## src/rtl/spiral_to_raster_if.sv

```systemverilog
// Stream bundle for spiral_to_raster: spiral-ordered input with frame dims, raster output.
// master drives the input stream and output ready; slave is the reorder block.
interface spiral_to_raster_if #(
  parameter int unsigned DATA_WIDTH = 8,
  parameter int unsigned R_WIDTH    = 3,
  parameter int unsigned C_WIDTH    = 3
) ();
  logic [R_WIDTH-1:0]    row;
  logic [C_WIDTH-1:0]    col;
  logic [DATA_WIDTH-1:0] data_in;
  logic                  data_in_valid;
  logic                  data_in_rdy;
  logic [DATA_WIDTH-1:0] data_out;
  logic                  data_out_valid;
  logic                  data_out_rdy;
  logic                  data_out_last;

  modport master (
    output row, col, data_in, data_in_valid, data_out_rdy,
    input  data_in_rdy, data_out, data_out_valid, data_out_last
  );

  modport slave (
    input  row, col, data_in, data_in_valid, data_out_rdy,
    output data_in_rdy, data_out, data_out_valid, data_out_last
  );
endinterface

```

## src/rtl/spiral_to_raster.sv

```systemverilog
// Buffers one clockwise-spiral-ordered frame, then replays it in raster order.
// Input is stalled while the frame drains; frames never overlap.
module spiral_to_raster #(
  parameter int unsigned DATA_WIDTH = 8,
  parameter int unsigned R_WIDTH    = 3,
  parameter int unsigned C_WIDTH    = 3
) (
  input logic                clk,
  input logic                rst,
  spiral_to_raster_if.slave  bus
);
  localparam int unsigned AW    = R_WIDTH + C_WIDTH;
  localparam int unsigned Depth = 1 << AW;

  typedef enum logic [1:0] {StIdle, StLoad, StDrain} state_e;
  typedef enum logic [1:0] {DirRight, DirDown, DirLeft, DirUp} dir_e;

  state_e                state_q, state_d;
  dir_e                  dir_q, dir_d;
  logic [R_WIDTH-1:0]    nrow_q, nrow_d, top_q, top_d, bot_q, bot_d, r_q, r_d, rr_q, rr_d;
  logic [C_WIDTH-1:0]    ncol_q, ncol_d, lft_q, lft_d, rgt_q, rgt_d, c_q, c_d, rc_q, rc_d;
  logic [AW-1:0]         cnt_q, cnt_d, total_q, total_d;
  logic                  rd_pend_q, rd_pend_d;
  logic [DATA_WIDTH-1:0] dout_q, dout_d;
  logic                  dvalid_q, dvalid_d, dlast_q, dlast_d;

  logic [DATA_WIDTH-1:0] mem [Depth];

  // Current spiral position/bounds; in idle these come from the incoming dims.
  dir_e                  cur_dir, s_dir;
  logic [R_WIDTH-1:0]    cur_top, cur_bot, cur_r, s_top, s_bot, s_r;
  logic [C_WIDTH-1:0]    cur_lft, cur_rgt, cur_c, s_lft, s_rgt, s_c;

  logic                  in_rdy, in_fire, out_fire, load_out, last_rd, we;
  logic [AW-1:0]         frame_total;

  assign in_rdy      = !rst && (state_q != StDrain);
  assign in_fire     = bus.data_in_valid && in_rdy;
  assign out_fire    = dvalid_q && bus.data_out_rdy;
  assign frame_total = AW'(bus.row) * AW'(bus.col);
  assign last_rd     = (rr_q == nrow_q - 1'b1) && (rc_q == ncol_q - 1'b1);
  assign load_out    = (state_q == StDrain) && rd_pend_q && (!dvalid_q || bus.data_out_rdy);

  assign bus.data_in_rdy    = in_rdy;
  assign bus.data_out       = dout_q;
  assign bus.data_out_valid = dvalid_q;
  assign bus.data_out_last  = dlast_q;

  always_comb begin
    if (state_q == StIdle) begin
      cur_dir = DirRight;
      cur_top = '0;
      cur_bot = bus.row - 1'b1;
      cur_lft = '0;
      cur_rgt = bus.col - 1'b1;
      cur_r   = '0;
      cur_c   = '0;
    end else begin
      cur_dir = dir_q;
      cur_top = top_q;
      cur_bot = bot_q;
      cur_lft = lft_q;
      cur_rgt = rgt_q;
      cur_r   = r_q;
      cur_c   = c_q;
    end
  end

  // One clockwise step; reaching a corner shrinks the bound just walked.
  always_comb begin
    s_dir = cur_dir;
    s_top = cur_top;
    s_bot = cur_bot;
    s_lft = cur_lft;
    s_rgt = cur_rgt;
    s_r   = cur_r;
    s_c   = cur_c;
    unique case (cur_dir)
      DirRight: begin
        if (cur_c == cur_rgt) begin
          s_top = cur_top + 1'b1;
          s_dir = DirDown;
          s_r   = cur_r + 1'b1;
        end else begin
          s_c = cur_c + 1'b1;
        end
      end
      DirDown: begin
        if (cur_r == cur_bot) begin
          s_rgt = cur_rgt - 1'b1;
          s_dir = DirLeft;
          s_c   = cur_c - 1'b1;
        end else begin
          s_r = cur_r + 1'b1;
        end
      end
      DirLeft: begin
        if (cur_c == cur_lft) begin
          s_bot = cur_bot - 1'b1;
          s_dir = DirUp;
          s_r   = cur_r - 1'b1;
        end else begin
          s_c = cur_c - 1'b1;
        end
      end
      DirUp: begin
        if (cur_r == cur_top) begin
          s_lft = cur_lft + 1'b1;
          s_dir = DirRight;
          s_c   = cur_c + 1'b1;
        end else begin
          s_r = cur_r - 1'b1;
        end
      end
    endcase
  end

  always_comb begin
    state_d   = state_q;
    dir_d     = dir_q;
    nrow_d    = nrow_q;
    ncol_d    = ncol_q;
    top_d     = top_q;
    bot_d     = bot_q;
    lft_d     = lft_q;
    rgt_d     = rgt_q;
    r_d       = r_q;
    c_d       = c_q;
    rr_d      = rr_q;
    rc_d      = rc_q;
    cnt_d     = cnt_q;
    total_d   = total_q;
    rd_pend_d = rd_pend_q;
    dout_d    = dout_q;
    dvalid_d  = dvalid_q;
    dlast_d   = dlast_q;
    we        = 1'b0;

    unique case (state_q)
      StIdle, StLoad: begin
        rr_d      = '0;
        rc_d      = '0;
        rd_pend_d = 1'b1;
        if (in_fire && (state_q == StLoad || (bus.row != '0 && bus.col != '0))) begin
          we    = 1'b1;
          dir_d = s_dir;
          top_d = s_top;
          bot_d = s_bot;
          lft_d = s_lft;
          rgt_d = s_rgt;
          r_d   = s_r;
          c_d   = s_c;
          if (state_q == StIdle) begin
            nrow_d  = bus.row;
            ncol_d  = bus.col;
            total_d = frame_total;
            cnt_d   = AW'(1);
            state_d = (frame_total == AW'(1)) ? StDrain : StLoad;
          end else begin
            cnt_d = cnt_q + 1'b1;
            if (cnt_q + 1'b1 == total_q) state_d = StDrain;
          end
        end
      end
      StDrain: begin
        if (load_out) begin
          dout_d   = mem[{rr_q, rc_q}];
          dvalid_d = 1'b1;
          dlast_d  = last_rd;
          if (last_rd) begin
            rd_pend_d = 1'b0;
          end else if (rc_q == ncol_q - 1'b1) begin
            rc_d = '0;
            rr_d = rr_q + 1'b1;
          end else begin
            rc_d = rc_q + 1'b1;
          end
        end else if (out_fire) begin
          dvalid_d = 1'b0;
          dlast_d  = 1'b0;
        end
        if (out_fire && dlast_q) state_d = StIdle;
      end
      default: state_d = StIdle;
    endcase
  end

  always_ff @(posedge clk) begin
    if (we) mem[{cur_r, cur_c}] <= bus.data_in;
  end

  always_ff @(posedge clk) begin
    if (rst) begin
      state_q   <= StIdle;
      dir_q     <= DirRight;
      nrow_q    <= '0;
      ncol_q    <= '0;
      top_q     <= '0;
      bot_q     <= '0;
      lft_q     <= '0;
      rgt_q     <= '0;
      r_q       <= '0;
      c_q       <= '0;
      rr_q      <= '0;
      rc_q      <= '0;
      cnt_q     <= '0;
      total_q   <= '0;
      rd_pend_q <= 1'b0;
      dout_q    <= '0;
      dvalid_q  <= 1'b0;
      dlast_q   <= 1'b0;
    end else begin
      state_q   <= state_d;
      dir_q     <= dir_d;
      nrow_q    <= nrow_d;
      ncol_q    <= ncol_d;
      top_q     <= top_d;
      bot_q     <= bot_d;
      lft_q     <= lft_d;
      rgt_q     <= rgt_d;
      r_q       <= r_d;
      c_q       <= c_d;
      rr_q      <= rr_d;
      rc_q      <= rc_d;
      cnt_q     <= cnt_d;
      total_q   <= total_d;
      rd_pend_q <= rd_pend_d;
      dout_q    <= dout_d;
      dvalid_q  <= dvalid_d;
      dlast_q   <= dlast_d;
    end
  end
endmodule

```

## src/flat_wrapper.sv

```systemverilog
// flat-port wrapper written by rule: the top's interface ports become plain ports
module spiral_to_raster_flat 
#(
  parameter int unsigned DATA_WIDTH = 8,
  parameter int unsigned R_WIDTH    = 3,
  parameter int unsigned C_WIDTH    = 3
)
  (clk, rst, bus_row, bus_col, bus_data_in, bus_data_in_valid, bus_data_out_rdy, bus_data_in_rdy, bus_data_out, bus_data_out_valid, bus_data_out_last);
  spiral_to_raster_if #(.DATA_WIDTH(DATA_WIDTH), .R_WIDTH(R_WIDTH), .C_WIDTH(C_WIDTH)) bus_i ();
  input logic clk;
  input logic rst;
  input wire logic [$bits(bus_i.row)-1:0] bus_row;
  input wire logic [$bits(bus_i.col)-1:0] bus_col;
  input wire logic [$bits(bus_i.data_in)-1:0] bus_data_in;
  input wire logic [$bits(bus_i.data_in_valid)-1:0] bus_data_in_valid;
  input wire logic [$bits(bus_i.data_out_rdy)-1:0] bus_data_out_rdy;
  output wire logic [$bits(bus_i.data_in_rdy)-1:0] bus_data_in_rdy;
  output wire logic [$bits(bus_i.data_out)-1:0] bus_data_out;
  output wire logic [$bits(bus_i.data_out_valid)-1:0] bus_data_out_valid;
  output wire logic [$bits(bus_i.data_out_last)-1:0] bus_data_out_last;
  assign bus_i.row = bus_row;
  assign bus_i.col = bus_col;
  assign bus_i.data_in = bus_data_in;
  assign bus_i.data_in_valid = bus_data_in_valid;
  assign bus_i.data_out_rdy = bus_data_out_rdy;
  assign bus_data_in_rdy = bus_i.data_in_rdy;
  assign bus_data_out = bus_i.data_out;
  assign bus_data_out_valid = bus_i.data_out_valid;
  assign bus_data_out_last = bus_i.data_out_last;
  spiral_to_raster #(.DATA_WIDTH(DATA_WIDTH), .R_WIDTH(R_WIDTH), .C_WIDTH(C_WIDTH)) u_core (.clk(clk), .rst(rst), .bus(bus_i));
endmodule
```

## config.mk

```make
export PLATFORM = sky130hd
export DESIGN_NAME = spiral_to_raster_flat
export DESIGN_NICKNAME = d
export VERILOG_FILES = /design/src/rtl/spiral_to_raster_if.sv /design/src/rtl/spiral_to_raster.sv /design/src/flat_wrapper.sv
export SDC_FILE = /design/constraint.sdc
export NUM_CORES = 1
export LEC_CHECK = 0
export BUFFER_PORTS_ARGS = -buffer_cell sky130_fd_sc_hd__buf_2
export CAP_MARGIN = 25
export CORE_MARGIN = 8
export CORE_UTILIZATION = 55
export CTS_BUF_LIST = sky130_fd_sc_hd__clkbuf_8
export DETAILED_ROUTE_END_ITERATION = 10
export PLACE_DENSITY_LB_ADDON = 0.1
export SLEW_MARGIN = 30
export SYNTH_ARGS = -nofsm -noshare
export SYNTH_HDL_FRONTEND = slang
export SYNTH_SLANG_ARGS = --single-unit
```

## constraint.sdc

```tcl
create_clock -name clk -period 3.7 [get_ports clk]
set_input_delay 0.37 -clock clk [delete_from_list [all_inputs] [get_ports clk]]
set_output_delay 0.37 -clock clk [all_outputs]
set_load 0.01 [all_outputs]
```

After elaboration in Yosys (flattened, before gate mapping)

Memory sizes are Yosys's and may differ from the RTL's. A register that Yosys moved wholly into a read port is not among the register bits.
Cells that the tools add are included.

Output and inout bits: 11
Bits in read-only memories: 0
Bits in registers: 49
Logic and storage cells: 138
Bits in writable memories: 512
Bits in latches: 0
Input bits: 18
Memories: 1

Order comparisons: 0
Div/mod/pow operators: 0
$add $sub $neg: 15
$mul: 1
Multiplexer cells: 55
Shifts and indexed selects: 0
Equal/unequal tests: 21
Reduce and logical (&&, ||, !) cells: 28
Bitwise operators: 0

Memory list:

| memory     | words | width | read ports | clocked after Yosys merged registers in | wr ports | RTL line               | text |
|---|---|---|---|---|---|---|---|
| u_core.mem | 64    | 8     | 1          | 1                                       | 1        | spiral_to_raster.sv:27 | `logic [DATA_WIDTH-1:0] mem [Depth];` |

Operators by type and width:

| operator                                                                 | count |
|---|---|
| 3-bit 2-to-1 mux                                                         | 28 |
| 3-bit one-hot mux with 4 select lines                                    | 2 |
| 3-bit by 1-bit subtractor with 3-bit output (second input constant)      | 8 |
| 2-bit 2-to-1 mux                                                         | 10 |
| 3-bit by 1-bit adder with 3-bit output (second input constant)           | 6 |
| 3-bit equality test                                                      | 6 |
| 3-bit one-hot mux with 2 select lines                                    | 2 |
| 3-bit AND reduction                                                      | 4 |
| 1-bit logical AND                                                        | 9 |
| 1-bit 2-to-1 mux                                                         | 9 |
| 2-bit inequality test (second input constant)                            | 4 |
| 2-bit one-hot mux with 4 select lines                                    | 1 |
| 6-bit by 1-bit adder with 6-bit output (second input constant)           | 1 |
| 2-bit equality test (second input constant)                              | 3 |
| 6-bit by 1-bit equality test with 1-bit output (second input constant)   | 1 |
| 6-bit equality test                                                      | 1 |
| 3-bit by 3-bit multiplier with 6-bit output                              | 1 |
| 6-bit 2-to-1 mux                                                         | 1 |
| 2-bit by 1-bit inequality test with 1-bit output (second input constant) | 3 |
| 2-bit AND reduction                                                      | 3 |
| 3-bit nonzero test                                                       | 2 |
| 2-bit by 1-bit equality test with 1-bit output (second input constant)   | 2 |
| 2-bit logical NOT                                                        | 2 |
| 2-bit one-hot mux with 2 select lines                                    | 1 |
| 7 further kinds                                                          | 10 |

Logic depth before layout (Yosys ltp)

Word-level depth: 8
Gate-level depth with buffers: 12

Worst setup path before layout

Ideal clock, no wire load.

Path type: in2reg
From: input bus_col[0]
To: register u_core.state_q[0]
Stages on the path: 11
Arrival: 2432 ps
Slack: 1153 ps
Required time: 3585 ps
Cells stage by stage: and2_1 > fa_1 > ha_1 > inv_1 > fa_1 > nand2_1 > nor3_1 > and4_1 > nand2b_1 > o22ai_1 > and2_1

Cells in the longest elaborated chain, start to end: 6

RTL lines:

| element                                                                                     | RTL line                                         | text |
|---|---|---|
| from (decl)                                                                                 | flat_wrapper.sv:13                               | `input wire logic [$bits(bus_i.col)-1:0] bus_col;` |
| 3-bit by 3-bit multiplier with 6-bit output / 3-bit nonzero test (equally long branches)    | spiral_to_raster.sv:40, spiral_to_raster.sv:144  |  |
| 6-bit by 1-bit equality test with 1-bit output / 1-bit logical AND (equally long branches)  | spiral_to_raster.sv:158, spiral_to_raster.sv:144 |  |
| 2-bit 2-to-1 mux / 1-bit logical OR (equally long branches)                                 | spiral_to_raster.sv:158, spiral_to_raster.sv:144 |  |
| 2-bit 2-to-1 mux / 1-bit logical AND (equally long branches)                                | spiral_to_raster.sv:153, spiral_to_raster.sv:144 |  |
| 2-bit 2-to-1 mux / 2-bit by 1-bit inequality test with 1-bit output (equally long branches) | n/a                                              |  |
| 2-bit one-hot mux with 2 select lines / 3-bit AND reduction (equally long branches)         | n/a                                              |  |
| to (signal assigned)                                                                        | spiral_to_raster.sv:194                          | `state_q <= StIdle;` |
| to (signal assigned)                                                                        | spiral_to_raster.sv:213                          | `state_q <= state_d;` |
| to (decl)                                                                                   | spiral_to_raster.sv:18                           | `state_e state_q, state_d;` |

Several ways; a longest one is shown, not always the timed one. The select of a mux whose other input is x is not followed.
A chain may end at the register's enable or synchronous reset.

Worst setup path in the final report

From: register u_core.state_q[0]
To: memory u_core.mem[48][2] (enable)

Cells in the longest elaborated chain, start to end: 8

RTL lines:

| element                                | RTL line                | text |
|---|---|---|
| 2-bit inequality test                  | spiral_to_raster.sv:37  | `assign in_rdy = !rst && (state_q != StDrain);` |
| 1-bit logical AND                      | spiral_to_raster.sv:37  |  |
| 1-bit logical AND                      | spiral_to_raster.sv:38  | `assign in_fire = bus.data_in_valid && in_rdy;` |
| 1-bit logical AND                      | spiral_to_raster.sv:144 | `if (in_fire && (state_q == StLoad \|\| (bus.row != '0 && bus.col != '0))) begin` |
| 1-bit 2-to-1 mux                       | spiral_to_raster.sv:144 |  |
| 1-bit 2-to-1 mux                       | spiral_to_raster.sv:139 | `unique case (state_q)` |
| 1-bit 2-to-1 mux                       | spiral_to_raster.sv:189 | `if (we) mem[{cur_r, cur_c}] <= bus.data_in;` |
| 1-bit 2-to-1 mux (implied by the code) | spiral_to_raster.sv:189 |  |
| to (decl)                              | spiral_to_raster.sv:27  |  |

Several ways; a longest one is shown, not always the timed one.

==> impl_metrics.yaml <==
layout:
  nNetsFinal: 1685
  fin_cells: 2260
  layout-drive-gt1-share_pct: 17.8
  fin_area_um2: 26500
  n_antenna_cell: 0
  areaGrowthSynthToFinish_pct: 11.9
route:
  post_drt_via_cell_ratio: 5.94
  wl_per_cell_um: 24.1
  firstDrtPassIters: 5
  initialDrtViolationCount: 1282
  route.vias.total: 13420
  routed_wl_um: 54500
  postRouteAntennaNets: 0
  drc: 0
logic_synthesis:
  synth.area.top_cells: "edfxtp_1 (65%), mux4_2 (6.1%), mux2i_1 (5.6%), dfxtp_1 (4.8%), a22oi_1 (2.1%)"
  syn_area_um2: 23700
  syn_inst: 1529
  syn_nets: 1571
  ys_types: 68
  synth_top_cells_by_count: "edfxtp_1 (512), mux2i_1 (132), nor2_1 (122)"
  yosysWarnings: 0
  ys_seq_elements: 569
  synth-simple-area-share_pct: 6.92
  synthMuxAreaShare_pct: 11.8
  synth_top_area_share_pct: 64.8
  synth_top_family_by_area: "multiplexers"
  yosys.area.top_type: "edfxtp_1"
  synth_compound_area_share_pct: 6.09
  ys_seq_area_share_pct: 69.6
  synth_fa_ha_area_share_pct: 1.33
  ys.flop_type: "edfxtp_1"
  synthXorXnorAreaFrac_pct: 1.50
  synth_most_common_cell: "edfxtp_1"
  synth-edff-count: 512
  async_flop_share_pct: 0
  postSynthAreaPerCell_um2: 15.5
clock_network:
  cts_made_buffers: 91
  cts_buffer_depth: 3
  cts_tree: "built"
  cts-htree-levels: 3
  insertion_delay_ps: 650
  numClockSinks: 569
  cts_resized: 0
  cts_root_buffer: "clkbuf_8"
  hold_buffers: 5
  path_clk_slew_ps: 60
  post_cts.repair.setup_buffers: 0
critical_path:
  r2r_cells: 7
  cp-start-kind: "flip-flop"
  end_kind: "flip-flop"
  critPathMaxFanout: 23
  cp_data_required_time_ps: 3970
  crit_arrival_ps: 3370
  critPathKind: "flip-flop to flip-flop"
floorplan:
  rows: 76
  core_area_um2: 42800
  pin_count: 29
  start_util_pct: 55.4
  die_w_um: 224
  dieArea_um2: 50000
  die_h_um: 224
placement:
  place_congestion: 0.895
  dp_hpwl_um: 34600
  dp.cells: 2091
  port_buffers: 28
  placed_area_um2: 24800
timing:
  grt_setup_unrepaired: "false"
  setup_violations: 0
  fin_setup_tns_ps: 0
  hold_slack_ps: 66.1
  fmax_mhz: 322
  slew_headroom_pct: 31.4
  finalHoldViolCount: 0
  worstMarginPinSlew_ps: 1020
  finalClockSkew_ps: 21.2
  finalCritPeriodShare_pct: 83.9
  slew_viol_final: 0
  period_needed_ps: 3100
flow_run:
  maxCapViolCount: 0
grt:
  antenna_found_initial: 0
  grt_util_all_layers_pct: 21.8
  grt_pass1_wl_um: 82700
  grt.overflow.total: 0
  grt_pass1_vias: 13592
  grt_max_degree: 65
pwr:
  leakage_uw: 0.00862
  power.density_nw_per_um2: 472
  total_power_uw: 12500
  vdd_drop_max_v: 0.000252
min_path:
  hp-class: "input pin to flip-flop"
  min_path_cells: 3
outcome:
  status: "finished, final reports clean"
flip-flops by register name, indices dropped and copies added, names as in the netlist:
register / flops
u_core.rc_q: 3
u_core.rgt_q: 3
u_core.state_q: 2
u_core.rd_pend_q: 1
u_core.rr_q: 3
u_core.mem: 512
u_core.r_q: 3
u_core.bot_q: 3
u_core.cnt_q: 6
u_core.top_q: 3
u_core.nrow_q: 3
u_core.total_q: 6
u_core.ncol_q: 3
u_core.bus.data_out_last: 1
u_core.bus.data_out: 8
u_core.lft_q: 3
u_core.dir_q: 2
u_core.c_q: 3
u_core.bus.data_out_valid: 1
kinds of logic after synthesis:
kind of cell               after synthesis
buffers and inverters                  146
adders and majority gates               24
DFF                                    569
xor gates and xnor gates                39
and+or+nand+nor                        338
muxes                                  198
AOI/OAI and AO/OA                      215
layout by cell type, fill, tap and decap left out, types with 8 or more instances in the layout:
master    Yosys  final
inv_1        44     74
nand2_1      58     58
buf_2        44     25
a221o_1       8      8
ha_1         22     22
clkinv_1     10     26
clkbuf_8      0     98
nor2_1      122    120
nand3_1      52     52
a31oi_1      19     19
xnor2_1      23     23
nor3b_1      12     12
mux4_2       64     64
clkinv_2      0      9
edfxtp_1    512    512
nor3_1       12     12
nor2b_1      26     24
o22ai_1      21     21
dfxtp_1      57     55
xor2_1       15     15
buf_4         6     79
a21oi_1      56     56
a22oi_1      66     66
and2_1       17     17
o21ai_0      14     14
mux2i_1     132    132
final cells by class:
type                    count  area, um2
clock buffers              98       1350
clock inverters            66        372
fillers                  3185      16300
inverters                  54        203
multi-input cells         814       6560
flip-flops and latches    569      16500
well taps                 546        683
repair buffers            113        848
critical path, stage by stage (launching register included):
cell and delay [ps]:
dfxtp_1 610, inv_1 190, o22ai_1 360, nand2_1 120
buf_4 230, a21oi_1 140, o21ai_1 360, nor2_1 710
path summary, 6_finish.rpt:
check / from / to / slack [ps]
min: rst / u_core.state_q[0] / 70
max reg2reg: u_core.state_q[0] / u_core.mem[48][2] / 600
max: u_core.state_q[0] / u_core.mem[48][2] / 600
min reg2reg: u_core.ncol_q[1] / u_core.ncol_q[1] / 460
power breakdown:
part | switching, uW | internal, uW
clock | 2410 | 2650
sequential | 34.0 | 7020
combinational | 284 | 125
total | 2730 | 9800
stage by stage:
step	util, %	setup slack (ps)
after floorplan	-	1150
after global placement	57.8	598
after detailed placement	57.9	521
after CTS	62.0	613
after global routing	62.0	384
final	62.0	597
routing by layer:
layer | vias up | GRT usage (%) | share of wire [%] | wire length, um
li1 | 6129 | - | - | -
met1 | 6776 | 29.9 | 43 | 23600
met2 | 435 | 35.3 | 48 | 26200
met3 | 80 | 4.04 | 6.3 | 3440
met4 | 0 | 7.05 | 2.3 | 1230
met5 | - | 0 | 0 | 0
Note: power is estimated with default switching activity, not from simulation.
